### src/rtl/scan_capture_pkg.sv
// Shared types and constants for the scan-synchronous extrema capture block.
package scan_capture_pkg;

   // Capture FSM states
   typedef enum logic [1:0] {
      IDLE  = 2'd0,
      ARMED = 2'd1,
      ACQ   = 2'd2
   } state_t;

   // Default widths: scan/signal resolution and counter width
   localparam int unsigned R_DEF  = 14;
   localparam int unsigned CW_DEF = 32;

   // Tracker modes
   localparam int unsigned MODE_MAX = 0;
   localparam int unsigned MODE_MIN = 1;

   // Tie-break: strict compare, so the first occurrence of an extreme wins
   localparam bit STRICT_COMPARE = 1'b1;

endpackage

### src/rtl/extremum_tracker.sv
// Running maximum or minimum of a signed value, with the position where it occurred.
module extremum_tracker
   import scan_capture_pkg::*;
#(
   parameter int unsigned R    = R_DEF,
   parameter int unsigned MODE = MODE_MAX
) (
   input  logic                clk,
   input  logic                rst,
   input  logic                init,
   input  logic                update,
   input  logic signed [R-1:0] value,
   input  logic signed [R-1:0] pos,
   output logic signed [R-1:0] best_val,
   output logic signed [R-1:0] best_pos
);

   logic better_c;

   // Does the incoming value beat the current best in this tracker's direction
   always_comb begin
      better_c = 1'b0;
      if (MODE == MODE_MAX) begin
         better_c = STRICT_COMPARE ? (value > best_val) : (value >= best_val);
      end else begin
         better_c = STRICT_COMPARE ? (value < best_val) : (value <= best_val);
      end
   end

   // Seed on init, otherwise replace only when the new sample is better
   always_ff @(posedge clk) begin
      if (rst) begin
         best_val <= '0;
         best_pos <= '0;
      end else if (init) begin
         best_val <= value;
         best_pos <= pos;
      end else if (update && better_c) begin
         best_val <= value;
         best_pos <= pos;
      end
   end

endmodule

### src/rtl/scan_extrema_capture.sv
// Per-half-sweep signal extrema capture, synchronised to the scan generator triggers.
module scan_extrema_capture
   import scan_capture_pkg::*;
#(
   parameter int unsigned R  = R_DEF,
   parameter int unsigned CW = CW_DEF
) (
   input  logic                 clk,
   input  logic                 rst,
   input  logic                 enable,
   input  logic                 clear,
   input  logic                 trigger_low,
   input  logic                 trigger_hig,
   input  logic signed [R-1:0]  scan_A,
   input  logic signed [R-1:0]  sig_in,
   output logic                 res_valid,
   output logic                 res_dir,
   output logic signed [R-1:0]  max_val,
   output logic signed [R-1:0]  min_val,
   output logic signed [R-1:0]  max_pos,
   output logic signed [R-1:0]  min_pos,
   output logic [CW-1:0]        n_samples,
   output logic [CW-1:0]        sweep_cnt,
   output logic                 busy
);

   state_t                state;
   logic                  run_dir;
   logic [CW-1:0]         run_cnt;
   logic                  trig_c;
   logic                  run_ok_c;
   logic                  trk_init_c;
   logic                  trk_update_c;
   logic                  trk_rst_c;
   logic signed [R-1:0]   run_max_val;
   logic signed [R-1:0]   run_max_pos;
   logic signed [R-1:0]   run_min_val;
   logic signed [R-1:0]   run_min_pos;

   // Tracker control: seed on any accepted trigger, accumulate on ACQ cycles without one
   always_comb begin
      trig_c       = trigger_low | trigger_hig;
      run_ok_c     = enable & ~clear;
      trk_init_c   = run_ok_c & trig_c & ((state == ARMED) | (state == ACQ));
      trk_update_c = run_ok_c & ~trig_c & (state == ACQ);
      trk_rst_c    = rst | clear;
   end

   extremum_tracker #(.R(R), .MODE(MODE_MAX)) u_max (
      .clk      (clk),
      .rst      (trk_rst_c),
      .init     (trk_init_c),
      .update   (trk_update_c),
      .value    (sig_in),
      .pos      (scan_A),
      .best_val (run_max_val),
      .best_pos (run_max_pos)
   );

   extremum_tracker #(.R(R), .MODE(MODE_MIN)) u_min (
      .clk      (clk),
      .rst      (trk_rst_c),
      .init     (trk_init_c),
      .update   (trk_update_c),
      .value    (sig_in),
      .pos      (scan_A),
      .best_val (run_min_val),
      .best_pos (run_min_pos)
   );

   // FSM, sample/sweep counters and publish registers
   always_ff @(posedge clk) begin
      if (rst) begin
         state     <= IDLE;
         run_dir   <= 1'b0;
         run_cnt   <= '0;
         res_valid <= 1'b0;
         res_dir   <= 1'b0;
         max_val   <= '0;
         min_val   <= '0;
         max_pos   <= '0;
         min_pos   <= '0;
         n_samples <= '0;
         sweep_cnt <= '0;
         busy      <= 1'b0;
      end else begin
         res_valid <= 1'b0;
         if (clear) begin
            state     <= enable ? ARMED : IDLE;
            run_dir   <= 1'b0;
            run_cnt   <= '0;
            sweep_cnt <= '0;
            busy      <= 1'b0;
         end else if (!enable) begin
            state <= IDLE;
            busy  <= 1'b0;
         end else begin
            case (state)
               IDLE: begin
                  state <= ARMED;
                  busy  <= 1'b0;
               end
               ARMED: begin
                  if (trig_c) begin
                     state   <= ACQ;
                     busy    <= 1'b1;
                     run_dir <= trigger_low;
                     run_cnt <= CW'(1);
                  end
               end
               ACQ: begin
                  if (trig_c) begin
                     res_valid <= 1'b1;
                     res_dir   <= run_dir;
                     max_val   <= run_max_val;
                     max_pos   <= run_max_pos;
                     min_val   <= run_min_val;
                     min_pos   <= run_min_pos;
                     n_samples <= run_cnt;
                     sweep_cnt <= sweep_cnt + CW'(1);
                     run_dir   <= trigger_low;
                     run_cnt   <= CW'(1);
                  end else if (run_cnt != {CW{1'b1}}) begin
                     run_cnt <= run_cnt + CW'(1);
                  end
               end
               default: begin
                  state <= IDLE;
                  busy  <= 1'b0;
               end
            endcase
         end
      end
   end

endmodule

### config.mk
export PLATFORM = sky130hd
export DESIGN_NAME = scan_extrema_capture
export DESIGN_NICKNAME = d
export VERILOG_FILES = /design/src/rtl/scan_capture_pkg.sv /design/src/rtl/extremum_tracker.sv /design/src/rtl/scan_extrema_capture.sv
export SDC_FILE = /design/constraint.sdc
export NUM_CORES = 1
export LEC_CHECK = 0
export BUFFER_PORTS_ARGS = -buffer_cell sky130_fd_sc_hd__buf_2
export CAP_MARGIN = 10
export CORE_ASPECT_RATIO = 0.5
export CORE_MARGIN = 5
export CORE_UTILIZATION = 45
export CTS_CLUSTER_DIAMETER = 200
export DETAILED_ROUTE_END_ITERATION = 10
export HOLD_SLACK_MARGIN = 0.05
export PLACE_DENSITY = 0.74
export SKIP_CTS_REPAIR_TIMING = 1
export SKIP_LAST_GASP = 1
export SLEW_MARGIN = 0
export SYNTH_ARGS = -nofsm -noshare
export SYNTH_HDL_FRONTEND = slang
export SYNTH_SLANG_ARGS = --single-unit
### constraint.sdc
create_clock -name clk -period 4.1 [get_ports clk]
set_input_delay 0.205 -clock clk [delete_from_list [all_inputs] [get_ports clk]]
set_output_delay 0.205 -clock clk [all_outputs]
set_load 0.03 [all_outputs]
==> results by group <==
GRT
  – Largest net degree at the start of global routing: 96
  – Vias in the first global route: 7,758
  – GRT Residual Overflow: 0
  – First-pass GRT wire length: 37,500 um
  – Initial antenna violation count: 1
  – GRT Total Usage: 0.186

CTS
  – CTS buffer count: 21
  – Clk pin slew, worst setup/hold paths: 60 ps
  – Clock sink count: 214
  – Clock Tree Buf Depth: 3
  – Worst skew pair latency: 490 ps
  – Clock Root Buffer: clkbuf_16
  – CTS tree: built
  – H-tree depth: 1

Hold path
  – Worst hold start: sig_in[9]
  – HP Class: in -> reg

Power and ir drop
  – Power density cells: 383 nW/um^2
  – Sequential Power Share: 0.494
  – Pleak: 0.00455 uW
  – Clk pwr share: 0.466
  – Worst VDD drop: 0.000253 V
  – Int Power: 3310 uW
  – Part of the power in combinational logic: 0.040
  – Switching power: 912 uW
  – Sw Ratio: 0.216

STA
  – Crit path time final: 2870 ps
  – WHS: 28.6 ps
  – Slew Viols, Final: 0
  – Slew headroom: 0.259
  – Final hold vios: 0
  – Final setup vio count: 0
  – TNS Setup: 0 ps
  – Tcrit/Tclk final: 0.699
  – RSZ-0062 raised after global routing: false
  – Layout Skew: 8.70 ps
  – Least-Margin Pin Slew: 1110 ps
  – Max Clock Freq: 349 MHz

Yosys
  – Count of synthesis-stage warnings from yosys: 0
  – Syn_area_per_cell: 8.44 um^2
  – Yosys top cell area share: 0.470
  – Top_reg_cell synth: dfxtp_1
  – Synth top cells by count: 293 x nand2_1, 214 x dfxtp_1, 108 x a21oi_1, 64 x nor2_1, 60 x mux2i_1
  – Seq/Total Area, Yosys: 0.470
  – FF+latch count, synth: 214
  – Mapped Area: 9120 um^2
  – EDFF count, synth: 0
  – Top cells by area, synth: dfxtp_1 47%, nand2_1 12%, mux2i_1 6.6%
  – Post-synthesis cell type count: 54
  – Cells after Synth: 1,080
  – Most used standard cell by instance count after synthesis: nand2_1
  – Ys async rst share: 0
  – Yosys top cell by area: dfxtp_1
  – Syn_nets: 1,147

Final layout
  – Final Util: 0.561
  – Layout cells sized above 1: 0.169
  – Nets: 1,301
  – Synth-to-Final Area Change: 21.0%

Outcome
  – Outcome: finished, final reports clean

Placed design
  – Final HPWL DP: 15,700 um
  – I/O Buffers: 156
  – Global placement routability congestion: 0.835

Job
  – Max-Cap Viols: 0

Setup path
  – Setup crit start: sig_in[12]
  – Arrival time worst endpoint: 3280 ps
  – Critical path data required time: 4510 ps
  – CP Class: in -> reg
  – Startpoint types: input pin
  – R2r startpoint: u_min.best_val[12]
  – Crit path max fanout: 28
  – CP Capture Type: register

Detailed routing
  – Final WL: 22,800 um
  – Antenna-violating nets left: 0
  – DR pass1 iterations: 5
  – Vias per inst: 5.27
  – Vias: 7,979
  – Wire per inst: 15.1 um
  – Drt initial violations: 444
  – DR DRC count: 0

Die
  – Die X: 211 um
  – Initial core utilization: 0.463
  – Die H: 111 um
  – Die area: 23,400 um^2
  – I/O pins: 157
  – Row count: 36
  – Core area: 19,700 um^2
-- cells in the final DEF (no fill, tap or decap), drive strengths merged, types with 25 or more instances in the layout --
cell type,netlist,routed
a21oi,108,108
dlygate4sd3,0,25
nand2,293,293
mux2i,60,60
nor2,65,65
nand3,27,27
buf,8,163
xor2,26,26
inv,36,37
clkbuf,49,32
dfxtp,214,214
nand4,25,25
ha,33,33
-- area by class of cell --
cell class | instances | area [um^2]
diodes | 1 | 2.50
clock buffers | 32 | 657
multi-input cells | 773 | 4490
flip-flops and latches | 214 | 4280
fillers | 1749 | 8650
repair buffers | 188 | 1090
inverters | 36 | 135
well taps | 266 | 333
clock inverters | 4 | 48.8
-- power groups by stage --
stage	logic (uW)	clock network, uW	registers (uW)
final	171	1970	2090
after global placement	145	0	2130
after CTS	150	2010	2090
after floorplan	99.4	0	2130
after detailed placement	149	0	2130
after global routing	189	2100	2090
-- state kept, by name, indices dropped and copies added (netlist names) --
| register | flops |
|---|---|
| sweep_cnt | 32 |
| busy | 1 |
| run_cnt | 32 |
| max_pos | 14 |
| u_min.best_pos | 14 |
| res_dir | 1 |
| u_min.best_val | 14 |
| state | 2 |
| n_samples | 32 |
| res_valid | 1 |
| max_val | 14 |
| min_val | 14 |
| run_dir | 1 |
| min_pos | 14 |
| u_max.best_pos | 14 |
| u_max.best_val | 14 |
-- path summary, 6_finish.rpt --
check,end,slack (ps),depth (start not counted)
setup reg to reg,u_min.best_pos[2],1260,8
setup / recovery,u_min.best_pos[2],1230,9
hold reg to reg,max_val[5],450,2
hold / removal,u_max.best_val[9],30,3
-- logic make-up after synthesis --
family	count (synthesis)	share of synthesized area
simple gates	484	0.240
xor+xnor	49	0.0471
buf+inv	93	0.0409
fa+ha+maj	33	0.0453
compound gates	147	0.0907
flops	214	0.470
mux	60	0.0659
-- stage by stage --
stage                     power (uW)  cell area [um^2]  std cells  worst slack (ps)
after global routing            4380             11000       1514              1030
after detailed placement        2280             10100       1452              1270
after CTS                       4240             10800       1488              1260
final                           4230             11000       1514              1230
after global placement          2280             10100       1452              1400
after floorplan                 2230              9120       1080              1820
-- layer usage --
layer	global-route usage	wire length (um)	vias up
li1	-	-	3951
met1	0.235	9920	3841
met4	0.0429	430	0
met5	0	0	-
met2	0.322	11300	154
met3	0.0433	1130	33
-- worst max-delay path, cell delays in order --
cell           delay, ps
dlygate4sd3_1        550
buf_2                140
ha_1                 320
a21oi_1              160
a21oi_1               80
or3_1                390
a41o_1               290
nor2_4               830
mux2i_1              290
No activity file was read; power rests on OpenSTA's default activity.
